[src/rtl/flag_status_unit_pkg.sv]
// Shared definitions for the flags producer: ALU operation classes and the
// bit positions of V/C/Z/N inside the 4-bit flags word.
package flag_status_unit_pkg;

  typedef enum logic [2:0] {
    ALU_ADD  = 3'd0,
    ALU_SUB  = 3'd1,
    ALU_AND  = 3'd2,
    ALU_OR   = 3'd3,
    ALU_XOR  = 3'd4,
    ALU_SHL  = 3'd5,
    ALU_SHR  = 3'd6,
    ALU_PASS = 3'd7
  } alu_op_e;

  // Same indices are used by the ALU and the branch decision logic.
  localparam int FLAG_V  = 0;
  localparam int FLAG_C  = 1;
  localparam int FLAG_Z  = 2;
  localparam int FLAG_N  = 3;
  localparam int FLAGS_W = 4;

  typedef logic [FLAGS_W-1:0] flags_t;

endpackage

[src/rtl/flag_status_unit_compute.sv]
// Combinational V/C/Z/N derivation for one completed ALU operation.
// Only the operand bits the flag rules actually look at are brought in,
// which keeps the port list honest about what the flags depend on.
module flag_compute
  import flag_status_unit_pkg::*;
#(
  parameter int WIDTH = 16
) (
  input  alu_op_e          op_i,
  input  logic             a_msb_i,
  input  logic             a_lsb_i,
  input  logic             b_msb_i,
  input  logic [WIDTH-1:0] result_i,
  input  logic             carry_i,
  input  flags_t           old_flags_i,
  output flags_t           new_flags_o
);

  logic r_msb;
  assign r_msb = result_i[WIDTH-1];

  // Z/N come from the result for every op; C/V depend on the op class.
  always_comb begin
    new_flags_o         = old_flags_i;
    new_flags_o[FLAG_Z] = (result_i == '0);
    new_flags_o[FLAG_N] = r_msb;
    case (op_i)
      ALU_ADD: begin
        new_flags_o[FLAG_C] = carry_i;
        new_flags_o[FLAG_V] = (a_msb_i == b_msb_i) & (r_msb != a_msb_i);
      end
      ALU_SUB: begin
        new_flags_o[FLAG_C] = carry_i;
        new_flags_o[FLAG_V] = (a_msb_i != b_msb_i) & (r_msb != a_msb_i);
      end
      ALU_AND, ALU_OR, ALU_XOR: begin
        new_flags_o[FLAG_C] = 1'b0;
        new_flags_o[FLAG_V] = 1'b0;
      end
      ALU_SHL: begin
        new_flags_o[FLAG_C] = a_msb_i;
        new_flags_o[FLAG_V] = r_msb ^ a_msb_i;
      end
      ALU_SHR: begin
        new_flags_o[FLAG_C] = a_lsb_i;
        new_flags_o[FLAG_V] = 1'b0;
      end
      default: ; // PASS keeps C/V
    endcase
  end

endmodule

[src/rtl/flag_status_unit.sv]
// Architectural flags register with explicit restore and a LIFO shadow
// stack for save/restore across calls and interrupts.
module flag_status_unit
  import flag_status_unit_pkg::*;
#(
  parameter int WIDTH       = 16,
  parameter int STACK_DEPTH = 4
) (
  input  logic             clk_i,
  input  logic             rst_i,
  input  logic             alu_valid_i,
  input  logic [2:0]       alu_op_i,
  input  logic [WIDTH-1:0] op_a_i,
  input  logic [WIDTH-1:0] op_b_i,
  input  logic [WIDTH-1:0] result_i,
  input  logic             carry_out_i,
  input  logic             set_valid_i,
  input  logic [3:0]       set_value_i,
  input  logic             push_i,
  input  logic             pop_i,
  output logic [3:0]       flags_o,
  output logic             stack_empty_o,
  output logic             stack_full_o,
  output logic             stack_err_o
);

  localparam int IDX_W = $clog2(STACK_DEPTH);
  localparam int PTR_W = IDX_W + 1;  // sp spans 0..STACK_DEPTH inclusive

  flags_t             flags_q, flags_d;
  flags_t             alu_flags;
  flags_t             stack_q [STACK_DEPTH];
  logic [PTR_W-1:0]   sp_q, sp_d;
  logic               empty_q, full_q, err_q;
  logic [IDX_W-1:0]   wr_idx, rd_idx;
  logic               push_ok, pop_ok, err_set;

  flag_compute #(.WIDTH(WIDTH)) u_compute (
    .op_i        (alu_op_e'(alu_op_i)),
    .a_msb_i     (op_a_i[WIDTH-1]),
    .a_lsb_i     (op_a_i[0]),
    .b_msb_i     (op_b_i[WIDTH-1]),
    .result_i    (result_i),
    .carry_i     (carry_out_i),
    .old_flags_i (flags_q),
    .new_flags_o (alu_flags)
  );

  // A push+pop collision cancels both; overflow/underflow are simply dropped.
  assign push_ok = push_i & ~pop_i & ~full_q;
  assign pop_ok  = pop_i & ~push_i & ~empty_q;
  assign err_set = (push_i & pop_i) | (push_i & full_q) | (pop_i & empty_q);

  // When sp == STACK_DEPTH the low bits wrap to 0, so wr_idx-1 still names the top entry.
  assign wr_idx = sp_q[IDX_W-1:0];
  assign rd_idx = wr_idx - IDX_W'(1);

  // Next flags by priority pop > set > alu, and next stack pointer.
  always_comb begin
    flags_d = flags_q;
    sp_d    = sp_q;
    if (pop_ok) begin
      flags_d = stack_q[rd_idx];
      sp_d    = sp_q - PTR_W'(1);
    end else if (set_valid_i) begin
      flags_d = set_value_i;
    end else if (alu_valid_i) begin
      flags_d = alu_flags;
    end
    if (push_ok) begin
      sp_d = sp_q + PTR_W'(1);
    end
  end

  // State update; reset also wipes the stack contents.
  always_ff @(posedge clk_i) begin
    if (rst_i) begin
      flags_q <= '0;
      sp_q    <= '0;
      empty_q <= 1'b1;
      full_q  <= 1'b0;
      err_q   <= 1'b0;
      for (int i = 0; i < STACK_DEPTH; i++) begin
        stack_q[i] <= '0;
      end
    end else begin
      flags_q <= flags_d;
      sp_q    <= sp_d;
      empty_q <= (sp_d == '0);
      full_q  <= (sp_d == PTR_W'(STACK_DEPTH));
      err_q   <= err_q | err_set;
      if (push_ok) begin
        stack_q[wr_idx] <= flags_q;  // snapshot is the pre-edge value
      end
    end
  end

  assign flags_o       = flags_q;
  assign stack_empty_o = empty_q;
  assign stack_full_o  = full_q;
  assign stack_err_o   = err_q;

endmodule

[config.mk]
export PLATFORM = sky130hd
export DESIGN_NAME = flag_status_unit
export DESIGN_NICKNAME = d
export VERILOG_FILES = /design/src/rtl/flag_status_unit_pkg.sv /design/src/rtl/flag_status_unit_compute.sv /design/src/rtl/flag_status_unit.sv
export SDC_FILE = /design/constraint.sdc
export NUM_CORES = 1
export LEC_CHECK = 0
export BUFFER_PORTS_ARGS = -buffer_cell sky130_fd_sc_hd__buf_4
export CAP_MARGIN = 10
export CORE_MARGIN = 2
export CORE_UTILIZATION = 50
export CTS_CLUSTER_SIZE = 30
export DETAILED_ROUTE_END_ITERATION = 8
export GPL_TIMING_DRIVEN = 0
export PLACE_DENSITY = 0.87
export SYNTH_ARGS = -nofsm -noshare
export SYNTH_HDL_FRONTEND = slang
export SYNTH_HIERARCHICAL = 1
export SYNTH_SLANG_ARGS = --single-unit
[constraint.sdc]
create_clock -name clk_i -period 2.8 [get_ports clk_i]
set_input_delay 0.28 -clock clk_i [delete_from_list [all_inputs] [get_ports clk_i]]
set_output_delay 0.28 -clock clk_i [all_outputs]
set_load 0.02 [all_outputs]
==> out/results.txt <==
Status = finished, final reports clean
Dpl hpwl = 2.73 mm
Ranking of synthesized cells by area = edfxtp_1 (32%), dfxtp_1 (13%), mux4_2 (6.1%), and2_1 (5.1%), nor2_1 (3.8%)
Max Cap Viol = 0
Worst relative slew slack = 71.0%
DR iter-0 viols = 48
RSZ-0062 raised after global routing = no
Critical Setup Path Class = flip-flop to flip-flop
Synth Area in Simple Gates = 26.6%
Register-to-Register Path Depth = 7
Die Wd = 58.5 um
Leakage power = 0.000781 uW
DRT Pass-1 Iters = 4
Yosys top cell area share = 32.4%
Post-route minimum period = 1.83 ns
Worst Skew = 0.0125 ns
Footprint of the multi-input gates = 723 um^2
Hold_sp = rst_i
Main combinational cell family by area after synthesis = simple AND/OR/NAND/NOR gates
FFs w/ async S/R, synth = 0%
Initial antenna violation count = 0
Fin. Hold Viols = 0
Final setup violation count = 0
Largest net degree at the start of global routing = 16
R2R Path End = flags_o[0]
Area leader, netlist = edfxtp_1
Post-DRT Antenna Nets = 0
Clk_lat worst skew = 0.33 ns
Critical Path Fanout Max = 8
Synthesized area per cell = 10.9 um^2
WL per Instance = 17.1 um
Slew @ Worst Pin = 0.433 ns
Netlist cell types = 45
Worst flop-to-flop path startpoint = sp_q[0]
Setup TNS = 0 ns
Worst setup margin = 0.975 ns
R2R Setup Slk = 0.97 ns
IO Port Bufs = 38
CP endpoint kind = flip-flop
Mapped Area = 1480 um^2
Post-CTS Hold Fix Bufs = 0
CTS H-tree depth = 1
Yosys warns = 6
Vias per cell = 5.91
ANT cells = 0
Post-synthesis mux area share = 6.75%
Compound-Gate Fraction of Synth Area = 11.9%
Grt ovf = 0
Xor and xnor fraction of the mapped netlist area = 1.77%
Number of cell rows = 19
Root Driver = clkbuf_4
CTS sink cnt = 26
Syn Inst Count = 136
Clock Pin Slew Worst Setup and Hold Paths = 0.15 ns
Gpl congestion = 0.782
Global-route wire length before repair = 5.75 mm
Post-CTS Setup Inserts = 0
EDFF count, synth = 16
Most frequent cells in the layout = buf_4 (40), edfxtp_1 (16), nor2_1 (15)
Seq. cell area = 681 um^2
IR drop worst, VDD = 371 uV
DRT Wirelength = 3.57 mm
Pwr/cell area = 511 nW/um^2
Worst-case clock buffer depth = 2
Commonest non-fill, non-tap cell in the layout = buf_4
I/O pin count = 69
Die area = 3420 um^2
CP Launch Type = flip-flop
Post-route DRC = 0
Core ar. = 2780 um^2
Number of CTS-inserted buffers = 3
Pre-CTS setup slack = 0.822 ns
Vias in the first global route = 1234
Tot GR Track Use = 22.4%
Critical Path RT = 3.02 ns
Hold path depth = 2
Synth Area in Adders = 1.69%
Top FF cell, synth = edfxtp_1
FILL cells = 219
Post-placement cell count = 205
Share of layout cells above drive strength 1 = 34.8%
Post-Syn Nets = 200
Post-route clock period utilization = 65.2%
Die height = 58.5 um
Worst EP arrival = 2.04 ns
Worst Hold End = sp_q[1]
Non-Filler Instances = 209
Fmax = 0.548 GHz
NumNets Final = 243
Post-synthesis sequential area ratio = 45.9%
Layout area overhead = 25.4%
HP Class = input port to flip-flop
Post-CTS sizing = 0
CTS tree = done
Initial Util = 53.4%
#FFs+latches synth = 26
Fin. max-slew vios = 0
Via count = 1235
Final core occ = 66.9%
## flip-flops by register name, summed over array words and instances, names as in the netlist
register and flops:
stack_q 16, flags_o 4, sp_q 3, stack_empty_o 1, stack_err_o 1, stack_full_o 1
## routing by layer
| layer | wire length, um | global-route usage, % | up-vias |
|---|---|---|---|
| met4 | 114 | 9.97 | 0 |
| met2 | 1830 | 38.7 | 42 |
| met1 | 1450 | 27.5 | 589 |
| met3 | 177 | 3.74 | 14 |
| li1 | - | - | 590 |
| met5 | 0 | 0 | - |
## power by group
group	switching [uW]	internal (uW)	total [uW]	leakage, uW
registers	23.7	433	457	0.000249
logic	116	118	233	0.000504
clock network	116	145	260	0.0000279
total	255	696	951	0.000781
## through the flow
stage	area, um^2	total power, uW	hold slack [ns]
2_1_floorplan	1480	601	0.370
3_3_place_gp	1810	684	0.460
3_5_place_dp	1810	698	0.493
4_1_cts	1860	950	0.166
5_1_grt	1860	988	0.173
6_report	1860	951	0.163
## Yosys cell counts (2+ instances only)
master	count
a21oi_1	8
a221oi_1	3
and2_1	12
and3_1	4
buf_4	2
clkbuf_8	2
dfxtp_1	10
edfxtp_1	16
ha_1	2
inv_1	6
mux4_2	4
nor2_1	15
nor2b_1	3
nor3_1	7
nor3_2	2
nor3b_1	2
nor3b_4	2
nor4_1	5
o21ai_0	3
or2_2	2
xor2_1	2
## critical path, cell delays in order, from the launching register on
cell      delay, ns
dfxtp_1        0.38
clkbuf_8       0.18
inv_1          0.11
ha_1           0.30
buf_4          0.17
mux4_2         0.28
a21oi_1        0.21
nor3_1         0.09
## how the worst max path moves through the flow
stage	depth (start not counted)	start	slack (ns)	to
finish	7	sp_q[0]	0.97	flags_o[0]
detailed placement	9	alu_op_i[0]	0.82	flags_o[0]
global route	6	sp_q[0]	0.82	sp_q[1]
floorplan	6	sp_q[0]	1.16	sp_q[1]
CTS	7	sp_q[0]	0.96	flags_o[0]
global placement	9	alu_op_i[0]	0.96	flags_o[0]
## cell type report
class | instances | area share, %
Buffer | 6 | 3.09
Clock buffer | 3 | 1.21
Clock inverter | 1 | 1.61
Inverter | 6 | 1.21
Multi-Input combinational cell | 98 | 38.9
Sequential cell | 26 | 36.6
Tap cell | 31 | 2.08
Timing Repair Buffer | 38 | 15.3
## cell families after synthesis
logic type / after synthesis
xor+xnor: 3
mux: 5
compound gates: 25
flops: 26
simple gates: 63
buf+inv: 12
fa+ha+maj: 2
Note: power is estimated with default switching activity, not from simulation.
